File: src/rtl/instruction_fetch_unit_if.sv
// Fetch-unit bus: memory request/response, redirect and decode handshake signals.
// The master modport is the fetch unit; the slave modport is the surrounding core/memory.
interface instruction_fetch_unit_if #(
    parameter int unsigned XLEN = 32
);
    logic [XLEN-1:0] o_Instruction_Addr;
    logic [XLEN-1:0] i_Instruction;
    logic            i_Instruction_Valid;
    logic            i_Redirect;
    logic [XLEN-1:0] i_Redirect_PC;
    logic            o_Fetch_Valid;
    logic [XLEN-1:0] o_Fetch_Instruction;
    logic [XLEN-1:0] o_Fetch_PC;
    logic            i_Decode_Ready;
    logic            o_Fetch_Misaligned;

    modport master (
        output o_Instruction_Addr,
        input  i_Instruction,
        input  i_Instruction_Valid,
        input  i_Redirect,
        input  i_Redirect_PC,
        output o_Fetch_Valid,
        output o_Fetch_Instruction,
        output o_Fetch_PC,
        input  i_Decode_Ready,
        output o_Fetch_Misaligned
    );

    modport slave (
        input  o_Instruction_Addr,
        output i_Instruction,
        output i_Instruction_Valid,
        output i_Redirect,
        output i_Redirect_PC,
        input  o_Fetch_Valid,
        input  o_Fetch_Instruction,
        input  o_Fetch_PC,
        output i_Decode_Ready,
        input  o_Fetch_Misaligned
    );
endinterface

File: src/rtl/instruction_fetch_unit.sv
// PC generator plus PC-tagged fetch FIFO feeding decode, with redirect flush and stale-fetch discard.
// Optional macro FETCH_MISALIGN_CHECK_EN: misaligned redirects raise a sticky flag and stall fetch.
module instruction_fetch_unit #(
    parameter int unsigned     XLEN       = 32,
    parameter logic [XLEN-1:0] RESET_PC   = '0,
    parameter int unsigned     FIFO_DEPTH = 2
) (
    input logic                      i_Clock,
    input logic                      i_Reset,
    instruction_fetch_unit_if.master fetch_bus
);
    localparam int unsigned    PTR_W      = $clog2(FIFO_DEPTH);
    localparam logic [PTR_W:0] FULL_COUNT = (PTR_W + 1)'(FIFO_DEPTH);

    logic [XLEN-1:0]  pc_q, pc_d;
    logic             discard_q, discard_d;
    logic             misaligned_q;
    logic [PTR_W-1:0] rd_ptr_q, rd_ptr_d, wr_ptr_q, wr_ptr_d;
    logic [PTR_W:0]   count_q, count_d;
    logic [XLEN-1:0]  fifo_pc    [FIFO_DEPTH];
    logic [XLEN-1:0]  fifo_instr [FIFO_DEPTH];
    logic [XLEN-1:0]  redirect_pc;
    logic             empty, full, pop, push;

`ifdef FETCH_MISALIGN_CHECK_EN
    assign redirect_pc = fetch_bus.i_Redirect_PC;

    // Sticky until the next redirect re-evaluates alignment.
    always_ff @(posedge i_Clock or posedge i_Reset) begin
        if (i_Reset) begin
            misaligned_q <= 1'b0;
        end else if (fetch_bus.i_Redirect) begin
            misaligned_q <= (fetch_bus.i_Redirect_PC[1:0] != 2'b00);
        end
    end
`else
    assign redirect_pc  = fetch_bus.i_Redirect_PC & ~XLEN'(3);
    assign misaligned_q = 1'b0;
`endif

    always_comb begin
        empty     = (count_q == '0);
        full      = (count_q == FULL_COUNT);
        pop       = !empty && fetch_bus.i_Decode_Ready && !fetch_bus.i_Redirect;
        push      = fetch_bus.i_Instruction_Valid && !discard_q && !misaligned_q &&
                    !fetch_bus.i_Redirect && (!full || pop);
        pc_d      = pc_q;
        discard_d = discard_q;
        rd_ptr_d  = rd_ptr_q;
        wr_ptr_d  = wr_ptr_q;
        count_d   = count_q;
        if (fetch_bus.i_Redirect) begin
            // A response arriving with the redirect is the stale one; otherwise one is still owed.
            pc_d      = redirect_pc;
            discard_d = discard_q | ~fetch_bus.i_Instruction_Valid;
            rd_ptr_d  = '0;
            wr_ptr_d  = '0;
            count_d   = '0;
        end else begin
            if (fetch_bus.i_Instruction_Valid && discard_q && !misaligned_q) begin
                discard_d = 1'b0;
            end
            if (push) begin
                pc_d     = pc_q + XLEN'(4);
                wr_ptr_d = wr_ptr_q + PTR_W'(1);
            end
            if (pop) begin
                rd_ptr_d = rd_ptr_q + PTR_W'(1);
            end
            case ({push, pop})
                2'b10:   count_d = count_q + (PTR_W + 1)'(1);
                2'b01:   count_d = count_q - (PTR_W + 1)'(1);
                default: count_d = count_q;
            endcase
        end
    end

    always_ff @(posedge i_Clock or posedge i_Reset) begin
        if (i_Reset) begin
            pc_q      <= RESET_PC;
            discard_q <= 1'b0;
            rd_ptr_q  <= '0;
            wr_ptr_q  <= '0;
            count_q   <= '0;
        end else begin
            pc_q      <= pc_d;
            discard_q <= discard_d;
            rd_ptr_q  <= rd_ptr_d;
            wr_ptr_q  <= wr_ptr_d;
            count_q   <= count_d;
        end
    end

    // Storage needs no reset: the head outputs are masked while empty.
    always_ff @(posedge i_Clock) begin
        if (push) begin
            fifo_pc[wr_ptr_q]    <= pc_q;
            fifo_instr[wr_ptr_q] <= fetch_bus.i_Instruction;
        end
    end

    assign fetch_bus.o_Instruction_Addr  = pc_q;
    assign fetch_bus.o_Fetch_Valid       = !empty;
    assign fetch_bus.o_Fetch_Instruction = empty ? '0 : fifo_instr[rd_ptr_q];
    assign fetch_bus.o_Fetch_PC          = empty ? '0 : fifo_pc[rd_ptr_q];
    assign fetch_bus.o_Fetch_Misaligned  = misaligned_q;

endmodule

File: src/flat_wrapper.sv
// flat-port wrapper written by rule: the top's interface ports become plain ports
module instruction_fetch_unit_flat 
#(
    parameter int unsigned     XLEN       = 32,
    parameter logic [XLEN-1:0] RESET_PC   = '0,
    parameter int unsigned     FIFO_DEPTH = 2
)
  (i_Clock, i_Reset, fetch_bus_o_Instruction_Addr, fetch_bus_i_Instruction, fetch_bus_i_Instruction_Valid, fetch_bus_i_Redirect, fetch_bus_i_Redirect_PC, fetch_bus_o_Fetch_Valid, fetch_bus_o_Fetch_Instruction, fetch_bus_o_Fetch_PC, fetch_bus_i_Decode_Ready, fetch_bus_o_Fetch_Misaligned);
  instruction_fetch_unit_if #(.XLEN(XLEN)) fetch_bus_i ();
  input logic i_Clock;
  input logic i_Reset;
  output wire logic [$bits(fetch_bus_i.o_Instruction_Addr)-1:0] fetch_bus_o_Instruction_Addr;
  input wire logic [$bits(fetch_bus_i.i_Instruction)-1:0] fetch_bus_i_Instruction;
  input wire logic [$bits(fetch_bus_i.i_Instruction_Valid)-1:0] fetch_bus_i_Instruction_Valid;
  input wire logic [$bits(fetch_bus_i.i_Redirect)-1:0] fetch_bus_i_Redirect;
  input wire logic [$bits(fetch_bus_i.i_Redirect_PC)-1:0] fetch_bus_i_Redirect_PC;
  output wire logic [$bits(fetch_bus_i.o_Fetch_Valid)-1:0] fetch_bus_o_Fetch_Valid;
  output wire logic [$bits(fetch_bus_i.o_Fetch_Instruction)-1:0] fetch_bus_o_Fetch_Instruction;
  output wire logic [$bits(fetch_bus_i.o_Fetch_PC)-1:0] fetch_bus_o_Fetch_PC;
  input wire logic [$bits(fetch_bus_i.i_Decode_Ready)-1:0] fetch_bus_i_Decode_Ready;
  output wire logic [$bits(fetch_bus_i.o_Fetch_Misaligned)-1:0] fetch_bus_o_Fetch_Misaligned;
  assign fetch_bus_o_Instruction_Addr = fetch_bus_i.o_Instruction_Addr;
  assign fetch_bus_i.i_Instruction = fetch_bus_i_Instruction;
  assign fetch_bus_i.i_Instruction_Valid = fetch_bus_i_Instruction_Valid;
  assign fetch_bus_i.i_Redirect = fetch_bus_i_Redirect;
  assign fetch_bus_i.i_Redirect_PC = fetch_bus_i_Redirect_PC;
  assign fetch_bus_o_Fetch_Valid = fetch_bus_i.o_Fetch_Valid;
  assign fetch_bus_o_Fetch_Instruction = fetch_bus_i.o_Fetch_Instruction;
  assign fetch_bus_o_Fetch_PC = fetch_bus_i.o_Fetch_PC;
  assign fetch_bus_i.i_Decode_Ready = fetch_bus_i_Decode_Ready;
  assign fetch_bus_o_Fetch_Misaligned = fetch_bus_i.o_Fetch_Misaligned;
  instruction_fetch_unit #(.XLEN(XLEN), .RESET_PC(RESET_PC), .FIFO_DEPTH(FIFO_DEPTH)) u_core (.i_Clock(i_Clock), .i_Reset(i_Reset), .fetch_bus(fetch_bus_i));
endmodule
File: config.mk
export PLATFORM = sky130hd
export DESIGN_NAME = instruction_fetch_unit_flat
export DESIGN_NICKNAME = d
export VERILOG_FILES = /design/src/rtl/instruction_fetch_unit_if.sv /design/src/rtl/instruction_fetch_unit.sv /design/src/flat_wrapper.sv
export SDC_FILE = /design/constraint.sdc
export NUM_CORES = 1
export LEC_CHECK = 0
export BUFFER_PORTS_ARGS = -buffer_cell sky130_fd_sc_hd__buf_2
export CORE_MARGIN = 2
export CORE_UTILIZATION = 30
export DETAILED_ROUTE_END_ITERATION = 16
export PLACE_DENSITY = 0.54
export SLEW_MARGIN = 10
export SYNTH_ARGS = -nofsm -noshare
export SYNTH_HDL_FRONTEND = slang
export SYNTH_SLANG_ARGS = --single-unit
File: constraint.sdc
create_clock -name i_Clock -period 18.2 [get_ports i_Clock]
set_clock_uncertainty 0.1 [all_clocks]
set_input_delay 1.82 -clock i_Clock [delete_from_list [all_inputs] [get_ports i_Clock]]
set_output_delay 1.82 -clock i_Clock [all_outputs]
set_load 0.005 [all_outputs]
==> flow_summary.json <==
{
  "status": "finished, final reports clean",
  "grt_max_degree": 64,
  "critPathCaptureType": "primary output",
  "clockRootBuffer": "clkbuf_16",
  "wl_mm": 16.5,
  "synth_warnings": 0,
  "ctsHoldBuffers": 0,
  "h-tree-depth": 4,
  "vias": 4777,
  "layout_min_cycle_time_ns": 4.12,
  "ys_seq_area_share_pct": 67.4,
  "timing.hold.ws_ns": 0.449,
  "initial_utilization_pct": 30.3,
  "dr.pass1.iters": 4,
  "cts_buffers": 17,
  "cp.arrival_ns": 2.20,
  "synth_top_family_by_area": "simple AND/OR/NAND/NOR gates",
  "die_x_um": 155,
  "die_height_um": 155,
  "synth_edf_count": 124,
  "io-pin-count": 167,
  "coreArea_um2": 22500,
  "synth-seq-cells": 159,
  "cts.sinks": 159,
  "postPlaceCellArea_um2": 7860,
  "leakagePower_nw": 3.14,
  "ys_types": 44,
  "netlist_area_um2": 6830,
  "rsz0062_at_grt": "no",
  "hpwl_mm": 10.9,
  "synth-xor-area-share_pct": 1.03,
  "critPathRequiredTime_ns": 16.28,
  "via_per_inst": 4.96,
  "clock.fmax_mhz": 243,
  "irDropWorstVdd_uv": 51.6,
  "grt_pass1_wl_mm": 25.9,
  "cts_tree": "yes",
  "cts_buffer_depth": 2,
  "core.rowCount": 55,
  "fin_nets": 735,
  "slew_violations": 0,
  "startpoint_type": "flop",
  "post-cts-setup-buffers": 0,
  "worst_slew_pin_slew_ns": 1.17,
  "grt_usage_pct": 14.0,
  "drc": 0,
  "hp-class": "reg2reg",
  "post-route-period-util_pct": 22.6,
  "final_cell_area_um2": 8420,
  "avgSynthCellArea_um2": 13.4,
  "area_growth_syn_to_layout_pct": 23.4,
  "drive_gt1_share_pct": 29.6,
  "drt-initial-drc-count": 270,
  "grt-ovfl-total": 0,
  "synth-simple-area-share_pct": 13.3,
  "worstPathMaxFanout": 63,
  "dieArea_um2": 24000,
  "relSlewSlack_pct": 21.8,
  "syn_inst": 511,
  "async_reset_ff_share_pct": 22.0,
  "instances_no_fill": 963,
  "synthAdderAreaFrac_pct": 0.183,
  "clk_latency_ns": 0.42,
  "gp_congestion": 0.732,
  "grt_pass1_vias": 4874,
  "avgRoutedWirePerCell_um": 17.2,
  "hold_viol": 0,
  "crit_type": "reg2out",
  "antenna_found_initial": 0,
  "p_total_w": 0.000855,
  "synthMuxAreaShare_pct": 9.40,
  "setup_viol": 0,
  "antenna_left": 0,
  "dp.cells": 931,
  "cts.clk_slew.worst_paths_ns": 0.06,
  "diodes": 0,
  "portBuffers": 159,
  "p_per_area_nw_per_um2": 101,
  "tns_ns": 0,
  "post_cts_resized": 0,
  "synth_compound_area_share_pct": 5.50,
  "yosys_most_used_dff": "edfxtp_1",
  "maxCapViolCount": 0
}
==> cells in the final DEF (no fill, tap or decap), drive strengths merged, types with 2 or more instances in the layout <==
cell type  instances
a21oi              4
a31oi             18
and2               2
and3               4
and4               5
buf              164
bufinv             2
clkbuf            22
clkinv             4
clkinvlp           3
conb               5
dfrtp             35
edfxtp           124
inv                8
mux2i             63
nand2             19
nand2b             5
nand3             19
nand4             11
nor2              84
nor2b              2
nor3               2
nor4               4
o211ai             3
o21ai              9
o31a               5
o31ai             14
or4               20
xnor2              4
xor2               4
==> synth_stat cells (all sizes together), types with 2 or more instances <==
master / number / share of area [%]
and4: 5 / 0.66
xor2: 4 / 0.51
xnor2: 4 / 0.51
clkbuf: 21 / 1.2
nand2: 19 / 1.0
a31oi: 18 / 1.6
inv: 7 / 0.39
a21oi: 4 / 0.29
dfrtp: 35 / 13
and3: 4 / 0.37
nand4: 11 / 1.1
o21ai: 9 / 0.66
nor2b: 2 / 0.18
or4: 20 / 2.2
nand2b: 5 / 0.46
o31a: 5 / 0.64
nor3: 2 / 0.15
mux2i: 63 / 9.2
nor4: 4 / 0.37
nand3: 19 / 1.4
buf: 10 / 1.3
o211ai: 3 / 0.33
and2: 2 / 0.20
edfxtp: 124 / 55
nor2: 84 / 4.6
o31ai: 14 / 1.5
==> worst max-delay path: stages (launching register included) <==
cell	delay [ns]
dfrtp_4	1.21
mux2i_1	0.37
nor2_1	0.06
buf_2	0.14
==> routing by layer <==
metal	part of all wire, %	GRT usage, %	vias to the layer above
li1	-	-	2238
met1	43	17.0	2373
met2	49	23.8	141
met3	5.1	3.33	25
met4	2.2	6.31	0
met5	0	0	-
==> area by class of cell <==
| cell class | instances | area [um2] |
|---|---|---|
| Fill cell | 2216 | 14100 |
| Inverter | 7 | 26.3 |
| Sequential cell | 159 | 4600 |
| Tap cell | 285 | 357 |
| Clock inverter | 10 | 115 |
| Timing Repair Buffer | 164 | 833 |
| Clock buffer | 22 | 444 |
| Multi-Input combinational cell | 316 | 2040 |
==> cells by family (layout without fill, tap and decap cells) <==
group           after synthesis  in the layout
mux                          64             64
other cells                   1              5
buf+inv                      40            203
flops                       159            159
compound gates               56             56
simple gates                182            182
fa+ha+maj                     1              1
xor+xnor                      8              8
==> per-stage QoR <==
stage,setup WS (ns),utilization (%)
floorplan,10.78,-
global placement,13.75,34.9
detailed placement,13.70,34.9
CTS,14.00,37.4
global route,13.91,37.4
finish,14.08,37.4
==> sequential cells by signal, summed over array words and instances, names as in the netlist <==
register                             flops
u_core.rd_ptr_q                          1
u_core.fetch_bus.o_Instruction_Addr     30
u_core.fifo_pc                          60
u_core.discard_q                         1
u_core.wr_ptr_q                          1
u_core.fifo_instr                       64
u_core.count_q                           2
==> power by group <==
| group | total (W) | switching, W | internal (W) |
|---|---|---|---|
| combinational | 0.0000786 | 0.0000430 | 0.0000356 |
| sequential | 0.000436 | 0.0000227 | 0.000413 |
| clock | 0.000341 | 0.000139 | 0.000202 |
==> worst paths after layout <==
kind                                                           end  cells past startpoint  slack (ns)               from
max                                       fetch_bus_o_Fetch_PC[29]                      3       14.08    u_core.rd_ptr_q
min                                               u_core.discard_q                      2        0.45   u_core.discard_q
max reg2reg                               u_core.fifo_instr[0][23]                      4       15.14  u_core.count_q[1]
min reg2reg                                       u_core.discard_q                      2        0.45   u_core.discard_q
max in group asynchronous                          u_core.rd_ptr_q                      3       16.21            i_Reset
min in group asynchronous  u_core.fetch_bus.o_Instruction_Addr[31]                      3        1.41            i_Reset
No activity file was read; power rests on OpenSTA's default activity.
